<file path="config.mk">
export PLATFORM = sky130hd
export DESIGN_NAME = iter_div_unit
export DESIGN_NICKNAME = d
export VERILOG_FILES = /design/src/rtl/iter_div_unit.sv
export SDC_FILE = /design/constraint.sdc
export NUM_CORES = 1
export LEC_CHECK = 0
export BUFFER_PORTS_ARGS = -buffer_cell sky130_fd_sc_hd__buf_2
export CORE_AREA = 2 2 213 215
export CTS_CLUSTER_SIZE = 8
export DETAILED_ROUTE_END_ITERATION = 6
export DIE_AREA = 0 0 215 217
export REMOVE_ABC_BUFFERS = 1
export SLEW_MARGIN = 20
export SYNTH_ARGS = -nofsm -noshare
export SYNTH_HDL_FRONTEND = slang
export SYNTH_SLANG_ARGS = --single-unit
</file>
<file path="constraint.sdc">
create_clock -name clk -period 7.11 [get_ports clk]
set_input_delay 0.711 -clock clk [delete_from_list [all_inputs] [get_ports clk]]
set_output_delay 0.711 -clock clk [all_outputs]
set_load 0.01 [all_outputs]
</file>
<file path="src/rtl/iter_div_unit.sv">
// Multi-cycle radix-2 restoring divider returning {remainder, quotient} for the EX-stage DIV/DIVU handshake.
// Optional macro DIV_EARLY_OUT_EN: jump straight to DONE when divisor == 0 or |dividend| < |divisor|.
//   state | meaning
//   IDLE  | waiting for start; operands latched on accept
//   BUSY  | one quotient bit per cycle, WIDTH cycles
//   DONE  | result_ok pulse, result register already holds the signed result
module iter_div_unit #(
    parameter int WIDTH = 32,
    parameter int CNT_W = 6
) (
    input  logic                 clk,
    input  logic                 rst,
    input  logic                 start,
    input  logic                 signed_div,
    input  logic                 cancel,
    input  logic [WIDTH-1:0]     dividend,
    input  logic [WIDTH-1:0]     divisor,
    output logic                 busy,
    output logic                 result_ok,
    output logic [2*WIDTH-1:0]   result
);

    typedef enum logic [1:0] {S_IDLE, S_BUSY, S_DONE} state_t;

    state_t               state_q, state_d;
    logic [CNT_W-1:0]     cnt_q, cnt_d;
    logic [WIDTH-1:0]     rem_q, rem_d;
    logic [WIDTH-1:0]     quo_q, quo_d;
    logic [WIDTH-1:0]     dvsr_q, dvsr_d;
    logic                 neg_q_q, neg_q_d;
    logic                 neg_r_q, neg_r_d;
    logic                 busy_q, busy_d;
    logic                 ok_q, ok_d;
    logic [2*WIDTH-1:0]   result_q, result_d;

    logic [WIDTH-1:0]     a_mag, b_mag;
    logic                 in_neg_q, in_neg_r;
    logic [WIDTH:0]       shifted, trial;
    logic [WIDTH-1:0]     rem_next, quo_next, q_fix, r_fix;

    always_comb begin
        a_mag    = (signed_div && dividend[WIDTH-1]) ? -dividend : dividend;
        b_mag    = (signed_div && divisor[WIDTH-1])  ? -divisor  : divisor;
        in_neg_q = signed_div & (dividend[WIDTH-1] ^ divisor[WIDTH-1]);
        in_neg_r = signed_div & dividend[WIDTH-1];

        // rem < divisor always holds, so bit WIDTH of the trial is a valid sign bit
        shifted  = {rem_q, quo_q[WIDTH-1]};
        trial    = shifted - {1'b0, dvsr_q};
        quo_next = {quo_q[WIDTH-2:0], ~trial[WIDTH]};
        rem_next = trial[WIDTH] ? shifted[WIDTH-1:0] : trial[WIDTH-1:0];
        q_fix    = neg_q_q ? -quo_next : quo_next;
        r_fix    = neg_r_q ? -rem_next : rem_next;

        state_d  = state_q;
        cnt_d    = cnt_q;
        rem_d    = rem_q;
        quo_d    = quo_q;
        dvsr_d   = dvsr_q;
        neg_q_d  = neg_q_q;
        neg_r_d  = neg_r_q;
        busy_d   = busy_q;
        ok_d     = 1'b0;
        result_d = result_q;

        case (state_q)
            S_IDLE: begin
                if (start && !cancel) begin
                    state_d = S_BUSY;
                    busy_d  = 1'b1;
                    cnt_d   = '0;
                    rem_d   = '0;
                    quo_d   = a_mag;
                    dvsr_d  = b_mag;
                    neg_q_d = in_neg_q;
                    neg_r_d = in_neg_r;
`ifdef DIV_EARLY_OUT_EN
                    if (divisor == '0) begin
                        state_d  = S_DONE;
                        ok_d     = 1'b1;
                        result_d = {(in_neg_r ? -a_mag : a_mag),
                                    (in_neg_q ? {{(WIDTH-1){1'b0}}, 1'b1} : {WIDTH{1'b1}})};
                    end else if (a_mag < b_mag) begin
                        state_d  = S_DONE;
                        ok_d     = 1'b1;
                        result_d = {dividend, {WIDTH{1'b0}}};
                    end
`endif
                end
            end
            S_BUSY: begin
                if (cancel) begin
                    state_d = S_IDLE;
                    busy_d  = 1'b0;
                end else begin
                    rem_d = rem_next;
                    quo_d = quo_next;
                    cnt_d = cnt_q + 1'b1;
                    if (cnt_q == CNT_W'(WIDTH-1)) begin
                        state_d  = S_DONE;
                        ok_d     = 1'b1;
                        result_d = {r_fix, q_fix};
                    end
                end
            end
            default: begin
                state_d = S_IDLE;
                busy_d  = 1'b0;
            end
        endcase
    end

    always_ff @(posedge clk or posedge rst) begin
        if (rst) begin
            state_q  <= S_IDLE;
            cnt_q    <= '0;
            rem_q    <= '0;
            quo_q    <= '0;
            dvsr_q   <= '0;
            neg_q_q  <= 1'b0;
            neg_r_q  <= 1'b0;
            busy_q   <= 1'b0;
            ok_q     <= 1'b0;
            result_q <= '0;
        end else begin
            state_q  <= state_d;
            cnt_q    <= cnt_d;
            rem_q    <= rem_d;
            quo_q    <= quo_d;
            dvsr_q   <= dvsr_d;
            neg_q_q  <= neg_q_d;
            neg_r_q  <= neg_r_d;
            busy_q   <= busy_d;
            ok_q     <= ok_d;
            result_q <= result_d;
        end
    end

    assign busy      = busy_q;
    assign result_ok = ok_q;
    assign result    = result_q;

endmodule

</file>
==> metrics.txt <==
Synth area leader=dfrtp_1; global-route wire length before repair=roughly 64 mm; status=finished, final reports clean; Synth-to-Final Area Change=14.82%; FF+latch count, synth=172; worst-path fanout max=32; part of the cycle the worst path needs=82.72%; die height=217 um; final wirelength=a little over 40 mm; Row Count=78; Worst EP arrival=6220 ps; # diodes=0; CTS tree=built; initial core utilization=27.49%; # Max-Cap Violations=0; RSZ-0062 raised after global routing=no; Crit. End Element=flip-flop; Post-Synthesis Cell Area=approximately 12000 um2; Clock transition at path regs=80 ps; DP HPWL=30.29 mm; fin nets=approximately 1700; syn avg cell area=8.171 um2; R2R setup slack=1230 ps; Max rail drop VDD=0.1960 mV; Placeable Area=roughly 45000 um2; Syn Inst Count=1504; share of layout cells above drive strength 1=between 10% and 20%; CTS Buf Count=17; Core Util, Final=31.57%; EDFF count, synth=0; gr usage total=17.16%; fin crit period=5881 ps; Synth Flop Type=dfrtp_1; number of global-route vias before repair=11250; share of flip-flops with an asynchronous set or reset=100.0%; Tot Pwr=5486 uW; PortBufs=134; synth top area cells=dfrtp_1, a21oi_1, o21ai_0; clk_skew=12.82 ps; antenna violations before repair=5; Vias=11550; register area share after synthesis=roughly a third; post-CTS sizing=0; CP Launch Type=flip-flop; post-route ant nets=0; synth warn=0; clk_lat worst skew=about 460 ps; max_slew headroom=37.41%; Worst-Margin Slew=938.8 ps; GRT overflow=0; CTS Hold Bufs=0; DRC Markers=0; setup bufs post-CTS=0; drt pass-1 iters=5; IO Pins=~140; Pwr Density=388.8 nW/um2; Setup Crit Path Kind=flip-flop to flip-flop; Clock Tree Buf Depth=2; final setup fails=0; Hold Crit Class=input port to asynchronous set/reset pin; CP required=7450 ps; Min Hold Slack=about 330 ps; setup TNS=0 ps; Cell variety after synth=84; max-slew violations=0; Sink Count=172; drt initial violations=885; largest net degree at the start of global routing=91; Max Fclk=0.1700 GHz; GPL Wtd Cong=0.9064; die area=46660 um2; # H-tree levels=4; WL/cell=18.32 um; Synth top area share=about a third; chip width=about 220 um; CTS root buf=clkbuf_16; drt via density=5.249; P_leak=0.006305 uW; final hold violations=0
==> routing by layer <==
layer / share of wire, % / up-vias / routed length (um) / global-route usage, %
li1: - / 5606 / - / -
met1: 44 / 5563 / 17700 / 21.88
met2: 49 / 317 / 19750 / 29.73
met3: 4.2 / 58 / 1710 / 2.460
met4: 2.7 / 10 / 1090 / 5.908
met5: 0.17 / - / 69 / 0
==> final timing paths <==
path | start | end | depth (start not counted)
worst max-delay path | quo_q[31]$_DFFE_PP0P_ | result[60]$_DFFE_PP0P_ | 20
worst min-delay path | rst | result[33]$_DFFE_PP0P_ | 2
worst max register to register | quo_q[31]$_DFFE_PP0P_ | result[60]$_DFFE_PP0P_ | 20
worst min register to register | result[35]$_DFFE_PP0P_ | result[35]$_DFFE_PP0P_ | 2
max in group asynchronous | rst | result[58]$_DFFE_PP0P_ | 3
min in group clk | result[35]$_DFFE_PP0P_ | result[35]$_DFFE_PP0P_ | 2
==> cells in the mapped netlist (all sizes together), types with 11 or more instances <==
| cell type | count |
|---|---|
| or4 | 12 |
| a211oi | 18 |
| nor3 | 35 |
| mux2i | 30 |
| nor4 | 28 |
| nand4 | 12 |
| a31oi | 11 |
| a21o | 33 |
| o41ai | 11 |
| o21ai | 160 |
| clkbuf | 67 |
| o31ai | 19 |
| xor2 | 67 |
| nor2 | 120 |
| and2 | 12 |
| nand2 | 175 |
| a21oi | 154 |
| nand2b | 18 |
| dfrtp | 172 |
| or3 | 19 |
| buf | 16 |
| ha | 37 |
| xnor2 | 58 |
| nand3 | 19 |
| inv | 58 |
==> stage by stage <==
step / std cells / cell area, um2 / setup slack (ps)
2_1_floorplan: 1421 / 11960 / 917.7
3_3_place_gp: 2169 / 13510 / 1483
3_5_place_dp: 2169 / 13510 / 1337
4_1_cts: 2201 / 14110 / 1294
5_1_grt: 2201 / 14110 / 830.6
6_report: 2201 / 14110 / 1229
==> flip-flops by register name, summed over array words and instances (netlist names), 2 cells and up <==
name and count:
state_q 2, rem_q 32, result 64, cnt_q 6
quo_q 32, dvsr_q 32
==> area by class of cell <==
cell class	count	area (um2)
clock buffers	17	425.4
clock inverters	15	170.2
fillers	4810	30590
inverters	59	229.0
multi-input cells	1190	7456
flip-flops and latches	172	4304
well taps	600	750.7
repair buffers	148	775.7
==> report_power, final <==
group | switching, uW | total (uW) | internal [uW]
clock | 473 | 975 | 502
combinational | 2020 | 3150 | 1130
sequential | 226 | 1360 | 1140
total | 2720 | 5490 | 2770
==> worst max-delay path, cell delays in order (launching register included) <==
cell,delay (ps)
dfrtp_1,400
inv_1,60
ha_1,220
fa_1,390
nand2b_1,190
a211oi_2,510
o21ai_4,200
a211oi_4,340
nor3_4,180
nor2_8,550
inv_4,210
a21oi_1,290
ha_1,260
nand2_1,80
nand4b_1,170
or3_1,410
a222oi_1,410
buf_4,220
o2111ai_1,180
mux2i_1,190
a221o_1,270
==> layout by cell type, fill, tap and decap left out, types with 11 or more instances in the layout <==
master     count
buf_4         14
dfrtp_1      172
ha_1          37
xnor2_1       58
and2_1        12
a21oi_1      154
nor4_1        28
clkbuf_16     17
buf_2        134
nor2_1       119
nor3_1        33
a21o_1        33
nand2_1      174
mux2i_1       30
or3_1         18
o21ai_0      151
nand3_1       19
nand4_1       12
a211oi_1      16
nand2b_1      18
o31ai_1       19
or4_1         12
o41ai_1       11
inv_1         56
xor2_1        67
==> kinds of logic after synthesis <==
logic type | after synthesis | share of synthesized area [%]
flops | 172 | 35.02
fa+ha+maj | 38 | 3.930
xor+xnor | 125 | 8.909
simple gates | 496 | 19.58
buf+inv | 142 | 4.510
mux | 36 | 3.024
compound gates | 495 | 25.03
No activity file was read; power rests on OpenSTA's default activity.
